File: config.mk
export PLATFORM = sky130hd
export DESIGN_NAME = adc_freq_meter_flat
export DESIGN_NICKNAME = d
export VERILOG_FILES = /design/src/rtl/adc_dds_pkg.sv /design/src/rtl/adc_freq_meter_if.sv /design/src/rtl/adc_freq_meter_hyst_cmp.sv /design/src/rtl/adc_freq_meter.sv /design/src/flat_wrapper.sv
export SDC_FILE = /design/constraint.sdc
export NUM_CORES = 1
export LEC_CHECK = 0
export CAP_MARGIN = 10
export CORE_MARGIN = 2
export CORE_UTILIZATION = 46
export CTS_CLUSTER_SIZE = 28
export DETAILED_ROUTE_END_ITERATION = 16
export HOLD_SLACK_MARGIN = 0.06
export PLACE_DENSITY = 0.77
export SKIP_LAST_GASP = 1
export SYNTH_ARGS = -nofsm -noshare
export SYNTH_HDL_FRONTEND = slang
export SYNTH_HIERARCHICAL = 1
export SYNTH_SLANG_ARGS = --single-unit
File: constraint.sdc
create_clock -name clk -period 3.3 [get_ports clk]
set_input_delay 0.99 -clock clk [delete_from_list [all_inputs] [get_ports clk]]
set_output_delay 0.99 -clock clk [all_outputs]
set_load 0.02 [all_outputs]
File: src/rtl/adc_dds_pkg.sv
// Shared DDS / frequency meter definitions.
// Holds default widths, FSM state encoding and count-to-Fcword helper.
package adc_dds_pkg;

  localparam int FCW_W  = 32;
  localparam int DATA_W = 10;

  typedef enum logic [1:0] {
    IDLE = 2'd0,
    GATE = 2'd1,
    DONE = 2'd2
  } state_e;

  function automatic logic [FCW_W-1:0] cnt2fcw(
    input logic [FCW_W-1:0] cnt,
    input int unsigned      sh
  );
    return cnt << sh;
  endfunction

endpackage

File: src/rtl/adc_freq_meter_if.sv
// Control, sample and result bundle of the ADC frequency meter.
// master drives sample/control, slave is the meter.
interface adc_freq_meter_if #(
  parameter int DATA_W    = adc_dds_pkg::DATA_W,
  parameter int FCW_W     = adc_dds_pkg::FCW_W,
  parameter int GATE_LOG2 = 20
);
  logic                 start;
  logic                 cont;
  logic [DATA_W-1:0]    adc_data;
  logic                 adc_valid;
  logic [DATA_W-1:0]    thr_hi;
  logic [DATA_W-1:0]    thr_lo;
  logic [FCW_W-1:0]     fcword_est;
  logic [GATE_LOG2-1:0] edge_cnt;
  logic                 meas_valid;
  logic                 busy;
  logic                 sig_lost;
  logic                 cfg_err;

  modport master (
    output start, cont, adc_data, adc_valid,
    output thr_hi, thr_lo,
    input  fcword_est, edge_cnt, meas_valid,
    input  busy, sig_lost, cfg_err
  );

  modport slave (
    input  start, cont, adc_data, adc_valid,
    input  thr_hi, thr_lo,
    output fcword_est, edge_cnt, meas_valid,
    output busy, sig_lost, cfg_err
  );
endinterface

File: src/rtl/adc_freq_meter_hyst_cmp.sv
// Hysteresis comparator: emits one rise event per low-to-high switch.
// Inverted thresholds collapse the low threshold onto the high one.
module hyst_cmp #(
  parameter int DATA_W = 10
) (
  input  logic              clk,
  input  logic              rst,
  input  logic [DATA_W-1:0] adc_data,
  input  logic              adc_valid,
  input  logic [DATA_W-1:0] thr_hi,
  input  logic [DATA_W-1:0] thr_lo,
  output logic              rise,
  output logic              cfg_err
);

  logic              hi;
  logic              bad;
  logic [DATA_W-1:0] lo_eff;

  assign bad    = thr_lo > thr_hi;
  assign lo_eff = bad ? thr_hi : thr_lo;
  assign rise   = adc_valid && !hi && (adc_data >= thr_hi);

  always_ff @(posedge clk) begin
    if (rst) begin
      hi      <= 1'b0;
      cfg_err <= 1'b0;
    end else begin
      if (bad)
        cfg_err <= 1'b1;
      if (rise)
        hi <= 1'b1;
      else if (adc_valid && hi && (adc_data <= lo_eff))
        hi <= 1'b0;
    end
  end

endmodule

File: src/rtl/adc_freq_meter.sv
// Gated rising-crossing counter reporting a DDS-scaled frequency word.
// ADC_FMETER_AVG_EN enables a 4-gate moving sum on fcword_est.
module adc_freq_meter #(
  parameter int DATA_W    = adc_dds_pkg::DATA_W,
  parameter int FCW_W     = adc_dds_pkg::FCW_W,
  parameter int GATE_LOG2 = 20
) (
  input  logic           clk,
  input  logic           rst,
  adc_freq_meter_if.slave bus
);
  import adc_dds_pkg::*;

  localparam logic [1:0] S_IDLE = IDLE;
  localparam logic [1:0] S_GATE = GATE;
  localparam logic [1:0] S_DONE = DONE;
  localparam int         SH     = FCW_W - GATE_LOG2;

  logic [1:0]           state;
  logic [GATE_LOG2-1:0] gcnt;
  logic [GATE_LOG2-1:0] cnt;
  logic                 rise;
  logic [FCW_W-1:0]     fcw_nxt;
  logic                 mv_nxt;

  hyst_cmp #(.DATA_W(DATA_W)) u_cmp (
    .clk       (clk),
    .rst       (rst),
    .adc_data  (bus.adc_data),
    .adc_valid (bus.adc_valid),
    .thr_hi    (bus.thr_hi),
    .thr_lo    (bus.thr_lo),
    .rise      (rise),
    .cfg_err   (bus.cfg_err)
  );

  assign bus.busy = (state == S_GATE);

`ifdef ADC_FMETER_AVG_EN
  logic [GATE_LOG2-1:0] hist [3];
  logic [1:0]           ndone;
  logic [GATE_LOG2+1:0] sum;

  assign sum = {2'b00, cnt} + {2'b00, hist[0]}
             + {2'b00, hist[1]} + {2'b00, hist[2]};
  assign fcw_nxt = FCW_W'(cnt2fcw(FCW_W'(sum), SH - 2));
  // Strobe only once four real gates are in the window
  assign mv_nxt  = (ndone == 2'd3);

  always_ff @(posedge clk) begin
    if (rst) begin
      hist[0] <= '0;
      hist[1] <= '0;
      hist[2] <= '0;
      ndone   <= '0;
    end else if (state == S_DONE) begin
      hist[0] <= cnt;
      hist[1] <= hist[0];
      hist[2] <= hist[1];
      if (ndone != 2'd3)
        ndone <= ndone + 2'd1;
    end
  end
`else
  assign fcw_nxt = FCW_W'(cnt2fcw(FCW_W'(cnt), SH));
  assign mv_nxt  = 1'b1;
`endif

  always_ff @(posedge clk) begin
    if (rst) begin
      state          <= S_IDLE;
      gcnt           <= '0;
      cnt            <= '0;
      bus.fcword_est <= '0;
      bus.edge_cnt   <= '0;
      bus.meas_valid <= 1'b0;
      bus.sig_lost   <= 1'b0;
    end else begin
      bus.meas_valid <= 1'b0;
      case (state)
        S_IDLE: begin
          if (bus.start || bus.cont)
            state <= S_GATE;
        end
        S_GATE: begin
          gcnt <= gcnt + 1'b1;
          if (rise)
            cnt <= cnt + 1'b1;
          if (&gcnt)
            state <= S_DONE;
        end
        S_DONE: begin
          bus.edge_cnt   <= cnt;
          bus.sig_lost   <= (cnt == '0);
          bus.fcword_est <= fcw_nxt;
          bus.meas_valid <= mv_nxt;
          cnt            <= '0;
          state          <= bus.cont ? S_GATE : S_IDLE;
        end
        default: state <= S_IDLE;
      endcase
    end
  end

endmodule

File: src/flat_wrapper.sv
// flat-port wrapper written by rule: the top's interface ports become plain ports
module adc_freq_meter_flat import adc_dds_pkg::*;
#(
  parameter int DATA_W    = adc_dds_pkg::DATA_W,
  parameter int FCW_W     = adc_dds_pkg::FCW_W,
  parameter int GATE_LOG2 = 20
)
  (clk, rst, bus_start, bus_cont, bus_adc_data, bus_adc_valid, bus_thr_hi, bus_thr_lo, bus_fcword_est, bus_edge_cnt, bus_meas_valid, bus_busy, bus_sig_lost, bus_cfg_err);
  adc_freq_meter_if #(.DATA_W(DATA_W), .FCW_W(FCW_W), .GATE_LOG2(GATE_LOG2)) bus_i ();
  input  logic clk;
  input  logic rst;
  input wire logic [$bits(bus_i.start)-1:0] bus_start;
  input wire logic [$bits(bus_i.cont)-1:0] bus_cont;
  input wire logic [$bits(bus_i.adc_data)-1:0] bus_adc_data;
  input wire logic [$bits(bus_i.adc_valid)-1:0] bus_adc_valid;
  input wire logic [$bits(bus_i.thr_hi)-1:0] bus_thr_hi;
  input wire logic [$bits(bus_i.thr_lo)-1:0] bus_thr_lo;
  output wire logic [$bits(bus_i.fcword_est)-1:0] bus_fcword_est;
  output wire logic [$bits(bus_i.edge_cnt)-1:0] bus_edge_cnt;
  output wire logic [$bits(bus_i.meas_valid)-1:0] bus_meas_valid;
  output wire logic [$bits(bus_i.busy)-1:0] bus_busy;
  output wire logic [$bits(bus_i.sig_lost)-1:0] bus_sig_lost;
  output wire logic [$bits(bus_i.cfg_err)-1:0] bus_cfg_err;
  assign bus_i.start = bus_start;
  assign bus_i.cont = bus_cont;
  assign bus_i.adc_data = bus_adc_data;
  assign bus_i.adc_valid = bus_adc_valid;
  assign bus_i.thr_hi = bus_thr_hi;
  assign bus_i.thr_lo = bus_thr_lo;
  assign bus_fcword_est = bus_i.fcword_est;
  assign bus_edge_cnt = bus_i.edge_cnt;
  assign bus_meas_valid = bus_i.meas_valid;
  assign bus_busy = bus_i.busy;
  assign bus_sig_lost = bus_i.sig_lost;
  assign bus_cfg_err = bus_i.cfg_err;
  adc_freq_meter #(.DATA_W(DATA_W), .FCW_W(FCW_W), .GATE_LOG2(GATE_LOG2)) u_core (.clk(clk), .rst(rst), .bus(bus_i));
endmodule
==> results of run 1 <==
[Yosys cell counts (all sizes together), types with 4 or more instances]
master | count | share of area, %
nor2 | 32 | 3.0
nor4 | 9 | 1.4
o21ai | 10 | 1.3
dfxtp | 66 | 33
nor3 | 9 | 1.3
ha | 33 | 10
nand2b | 4 | 0.63
and3 | 4 | 0.63
or4 | 8 | 1.6
xor2 | 8 | 1.8
nand2 | 60 | 5.6
clkbuf | 15 | 1.4
xnor2 | 8 | 1.8
o211ai | 4 | 0.75
o31ai | 4 | 0.75
nand3b | 4 | 1.1
a21oi | 51 | 6.4
or3 | 7 | 1.1
mux2 | 4 | 1.2
nand4 | 15 | 2.7
buf | 39 | 6.9
mux2i | 10 | 2.5
nand3 | 16 | 2.0
inv | 25 | 2.4
[worst paths after layout]
check                              to  depth (start not counted)
setup / recovery       u_core/cnt[12]                         11
hold / removal    u_core/bus.sig_lost                          2
setup reg to reg       u_core/cnt[16]                          4
hold reg to reg   u_core/bus.sig_lost                          2
[critical path, cell delays in order]
cell	delay, ps
clkdlybuf4s50_1	440
ha_1	300
o211a_1	150
o211ai_1	90
o211ai_1	200
a41o_1	250
nand3b_1	160
buf_6	170
buf_4	140
or4_4	490
a31oi_2	180
[sequential cells by signal, summed over array words and instances, names as in the netlist]
name,cells
u_core/bus.edge_cnt,20
u_core/cnt,20
u_core/gcnt,20
u_core/state,2
u_core/bus.meas_valid,1
u_core/bus.sig_lost,1
u_core/u_cmp/cfg_err,1
u_core/u_cmp/hi,1
[power groups by stage]
| stage | Clock [W] | Sequential [W] | Combinational, W |
|---|---|---|---|
| 4_1_cts | 0.000786 | 0.000813 | 0.000287 |
| 3_3_place_gp | 0 | 0.000831 | 0.000259 |
| 3_5_place_dp | 0 | 0.000832 | 0.000267 |
| 2_1_floorplan | 0 | 0.000830 | 0.000160 |
| 6_report | 0.000767 | 0.000813 | 0.000306 |
| 5_1_grt | 0.000819 | 0.000814 | 0.000335 |
[cell usage in the layout (no fill, tap or decap), types with 3 or more instances in the layout]
master           instances
ha_4                     8
or3_1                    6
nor4_1                   9
nand3b_1                 3
nand4_1                 14
mux2i_1                  9
xor2_1                   8
inv_1                   15
a21oi_1                 49
or4_1                    6
clkbuf_8                10
nand2b_1                 3
conb_1                  12
nand2_1                 60
dfxtp_1                 66
nand3_1                 16
nand4b_1                 3
inv_2                   10
nor3b_1                  3
buf_4                   37
ha_1                    23
clkdlybuf4s50_1         53
dlymetal6s2s_1           4
o31ai_1                  4
and3_1                   4
dlygate4sd2_1           20
nor2_1                  32
o21ai_0                  8
mux2_2                   3
nor3_1                   7
xnor2_1                  8
buf_6                    3
o211ai_1                 4
[kinds of logic (layout without fill, tap and decap cells)]
kind of cell / after synthesis / after routing / synth area share, %
other: 1 / 12 / 0.0939
muxes: 14 / 14 / 3.73
DFF: 66 / 66 / 33.1
xor gates and xnor gates: 16 / 16 / 3.51
buffers and inverters: 79 / 159 / 10.7
adders and majority gates: 33 / 33 / 10.3
and+or+nand+nor: 186 / 186 / 24.6
AOI/OAI and AO/OA: 91 / 91 / 13.9
[timing repair]
action / in CTS / in global routing
resized for setup: 45 / 21
pin swaps: 19 / 13
buffers inserted: 3 / 1
endpoints found under the hold margin: 0 / 0
gates cloned: 0 / 0
setup endpoints to repair: 17 / 16
[final cells by class]
type	count	area, µm²
inverters	25	93.8
well taps	105	131
flip-flops and latches	66	1320
repair buffers	118	1070
clock buffers	11	141
multi-input cells	352	2490
clock inverters	5	85.1
fillers	675	2970
[layer usage]
layer / global-route usage (%) / vias to the layer above
met5: 0 / -
met4: 8.78 / 0
met2: 36.0 / 161
met3: 4.39 / 21
met1: 27.2 / 1765
li1: - / 1852
[stage by stage]
step | instances | instance area [µm²] | total power [W] | utilization [%]
detailed placement | 662 | 4880 | 0.00110 | 58.8
global placement | 662 | 4880 | 0.00109 | 58.8
global route | 682 | 5330 | 0.00197 | 64.3
CTS | 681 | 5240 | 0.00189 | 63.1
floorplan | 497 | 4030 | 0.000989 | -
finish | 682 | 5330 | 0.00189 | 64.3
==> flow_summary.toml, run 1 <==
[logic_synthesis]
synth_edf_count = 0
synth_area_mm2 = 0.00399
ys_warn_count = 6
yosysUniqueCellTypes = 63
synthArstFlopShare_pct = 0
syn_area_per_cell_um2 = 8.22
synth-seq-cells = 66
yosysSeqAreaShare_pct = 33.1
synth_top_flop_cell = "dfxtp_1"
synthCells = 486

[power]
p_int_w = 0.00141
powerDensity_mw_per_mm2 = 354
combPwrFrac_pct = 16.2
p_sw_w = 0.000477
p_clk_share_pct = 40.7
swShare_pct = 25.3
peakVddDrop_v = 0.000197
p_seq_share_pct = 43.1
leakage_nw = 2.09

[sta]
max_freq_ghz = 0.304
finalMaxSlewViolations = 0
timing.final.ws_setup_ps = 15.6
post-route-period-util_pct = 99.5
holdWs_ps = 456
setup_viol = 0
min_period_ps = 3280
worst_clock_skew_ps = 8.95
hold_viol = 0
rsz0062_at_grt = "yes"
worst_pin_slew_ps = 777
setup-tns-final_ps = 0
relSlewSlack_pct = 48.2

[floorplan]
core_mm2 = 0.00830
chipWidth_um = 97.2
die_y_um = 97.2
ios = 91
num_rows = 33
fp.dieArea_mm2 = 0.00944
start_util_pct = 48.1

[route]
wl_met3_um = 659
ant_nets = 0
route.met2.wl_mm = 4.90
vias = 3799
wl_mm = 10.2
wl_met1_mm = 4.44
wl_per_cell_um = 15.0
highest_layer = "met4"
first_iter_violations = 246
drt_first_pass_iters = 5
drt-vias-per-instance = 5.57
drc = 0

[worst_setup_path]
crit_fanout = 5
crit_path_end_kind = "register"
path_class = "in -> reg"
critical_path_required_ps = 3560
r2r_setup_slack_ps = 1240
reg2reg_from = "u_core/cnt[0]"
crit_path_start_kind = "input pin"
worstSetupStartpoint = "bus_adc_data[5]"
cp.arrival_ps = 3550

[global_route]
grt_pass1_vias = 3678
grt_overflow = 0
track_usage_pct = 21.6
antenna_found_initial = 0
grt_max_degree = 41
grt_pass1_wl_mm = 17.1

[run_status]
status = "finished, final reports clean"

[cts]
clock-sinks = 66
cts_hold_buf = 0
cts-root-buf = "clkbuf_8"
htree_num_levels = 3
cts_buffers = 9
clk_pin_slew_ps = 80
cts_tree = "built"
cts_buffer_depth = 2
clock_latency_ps = 340

[place]
place_ws_ps = -657
port_buffers = 78
place_hpwl_mm = 7.14
globalplace.congestion = 0.827

[cells_and_area]
syn_to_final_growth_pct = 33.6
drive_above_1_share_pct = 18.0
num_antenna_cells = 0
fin_nets = 640

[run]
cap_viol_max_count = 0

[hold_path]
min-delay-start = "u_core/bus.sig_lost"
min_path_type = "reg -> reg"
(Power assumes the default switching activity.)
==> run 2: changes to the inputs <==
MAX_ROUTING_LAYER = met4   (was unset)
==> run 2 against run 1 <==
  * Global-route usage grew 0.44 points
  * Critical endpoint is now u_core/u_cmp/hi
  * Highest routed layer unchanged
  * Maximum frequency is 4.0% higher
  * Die area did not move
  * Critical path depth grew 2
  * Total power grew 3.2%
==> flow_summary.toml, run 2 (synthesis results as in run 1) <==
[sta]
relSlewSlack_pct = 50.6
min_period_ps = 3160
worst_pin_slew_ps = 742
setup_viol = 0
worst_clock_skew_ps = 10.2
post-route-period-util_pct = 95.7
timing.final.ws_setup_ps = 142
max_freq_ghz = 0.317
finalMaxSlewViolations = 0
rsz0062_at_grt = "yes"
holdWs_ps = 456
hold_viol = 0

[cts]
cts_buffer_depth = 2
cts_hold_buf = 0
htree_num_levels = 3
clk_pin_slew_ps = 80
cts_buffers = 9
clock-sinks = 66
cts-root-buf = "clkbuf_8"
cts_tree = "built"
clock_latency_ps = 350

[run_status]
status = "finished, final reports clean"

[place]
place_area_mm2 = 0.00487
place_ws_ps = -678
placedCellCount = 661
place_hpwl_mm = 6.95
globalplace.congestion = 0.844
port_buffers = 78

[cells_and_area]
drive_above_1_share_pct = 18.7
top_regs = "u_core/bus.edge_cnt: 20 flops, u_core/cnt: 20 flops, u_core/gcnt: 20 flops"
fillerInstances = 697
fin_nets = 641
syn_to_final_growth_pct = 32.6
num_antenna_cells = 0
layout.cells.non_filler = 683
final_cell_mix = "dfxtp_1, nand2_1, clkdlybuf4s50_1, a21oi_1, buf_4"
stdcell_area_mm2 = 0.00529
final_common_cell = "dfxtp_1"

[worst_setup_path]
max_stage_delay_ps = 270
critPathTopFamily = "simple AND/OR/NAND/NOR gates"
path_class = "in -> reg"
crit_path_start_kind = "input pin"
crit_fanout = 4
path_buf_inv = 2
cp.arrival_ps = 3400
crit_path_end_kind = "register"
crit_chain = "dlygate4sd2_1 -> ha_4 -> and4_4 -> nand3b_4 -> and2_4 -> a31oi_4 -> buf_6 -> mux2i_1 -> ha_1 -> a211oi_2 -> o21ai_1 -> nor3_1 -> o2bb2ai_1"
slowest_stage = "dlygate4sd2_1"
critical_path_required_ps = 3540

[floorplan]
core_mm2 = 0.00830
num_rows = 33
ios = 91
fp.dieArea_mm2 = 0.00944
start_util_pct = 48.1
chipWidth_um = 97.2
die_y_um = 97.2

[route]
drt-vias-per-instance = 5.49
vias = 3753
ant_nets = 0
first_iter_violations = 288
drc = 0
drt_first_pass_iters = 4
wl_mm = 9.82
wl_per_cell_um = 14.4

[power]
p_sw_w = 0.000485
p_int_w = 0.00146
p_seq_share_pct = 41.7
powerDensity_mw_per_mm2 = 368
peakVddDrop_v = 0.000214
p_clk_share_pct = 42.7
leakage_nw = 2.08
swShare_pct = 24.9
combPwrFrac_pct = 15.5

[run]
cap_viol_max_count = 0

[global_route]
grt_max_degree = 44
grt_overflow = 0
grt_pass1_vias = 3640
track_usage_pct = 22.0
antenna_found_initial = 0
grt_pass1_wl_mm = 17.0

[hold_path]
min_path_type = "reg -> reg"
==> run 2: power groups by stage <==
stage          sequential (W)  clock (W)  combinational, W
6_report             0.000812   0.000832          0.000302
5_1_grt              0.000814   0.000885          0.000334
4_1_cts              0.000813   0.000844          0.000281
3_5_place_dp         0.000831          0          0.000265
3_3_place_gp         0.000831          0          0.000258
2_1_floorplan        0.000830          0          0.000160
==> run 2: path summary, 6_finish.rpt <==
path / slack (ps) / start / endpoint / cells past startpoint
worst max-delay path: 140 / bus_thr_lo[9] / u_core/u_cmp/hi / 13
worst min-delay path: 460 / u_core/bus.sig_lost / u_core/bus.sig_lost / 2
worst max register to register: 1330 / u_core/cnt[0] / u_core/cnt[14] / 4
worst min register to register: 460 / u_core/bus.sig_lost / u_core/bus.sig_lost / 2
==> run 2: final cells by class <==
type / count / area, µm² / share of cell area (%)
multi-input cells: 352 / 2450 / 46.4
repair buffers: 119 / 1050 / 19.8
clock buffers: 10 / 128 / 2.41
inverters: 25 / 93.8 / 1.77
flip-flops and latches: 66 / 1320 / 25.0
well taps: 105 / 131 / 2.48
clock inverters: 6 / 115 / 2.17
==> run 2: routing by layer <==
layer	routed length, µm	track usage (%)
met3	541	4.53
met1	4480	28.7
met5	0	-
met4	144	7.80
met2	4650	34.0
==> run 2: metrics by stage <==
stage / setup TNS [ps] / utilization [%] / power [W]
finish: 0 / 63.8 / 0.00195
global route: -15.0 / 63.8 / 0.00203
CTS: -28.7 / 62.8 / 0.00194
detailed placement: -10160 / 58.7 / 0.00110
global placement: -7100 / 58.7 / 0.00109
floorplan: 0 / - / 0.000989
==> run 2: what timing repair did <==
item,in CTS,in global routing
buffers inserted,4,2
gates cloned,0,0
pin swaps,19,15
gates resized for setup,40,43
endpoints found under the setup margin,20,14
==> run 2: worst reg2reg max path, delay by kind of cell (launching register included) <==
family	cells	cell delay [ps]
compound gates	1	170
fa+ha+maj	1	310
flops	1	490
simple gates	2	940
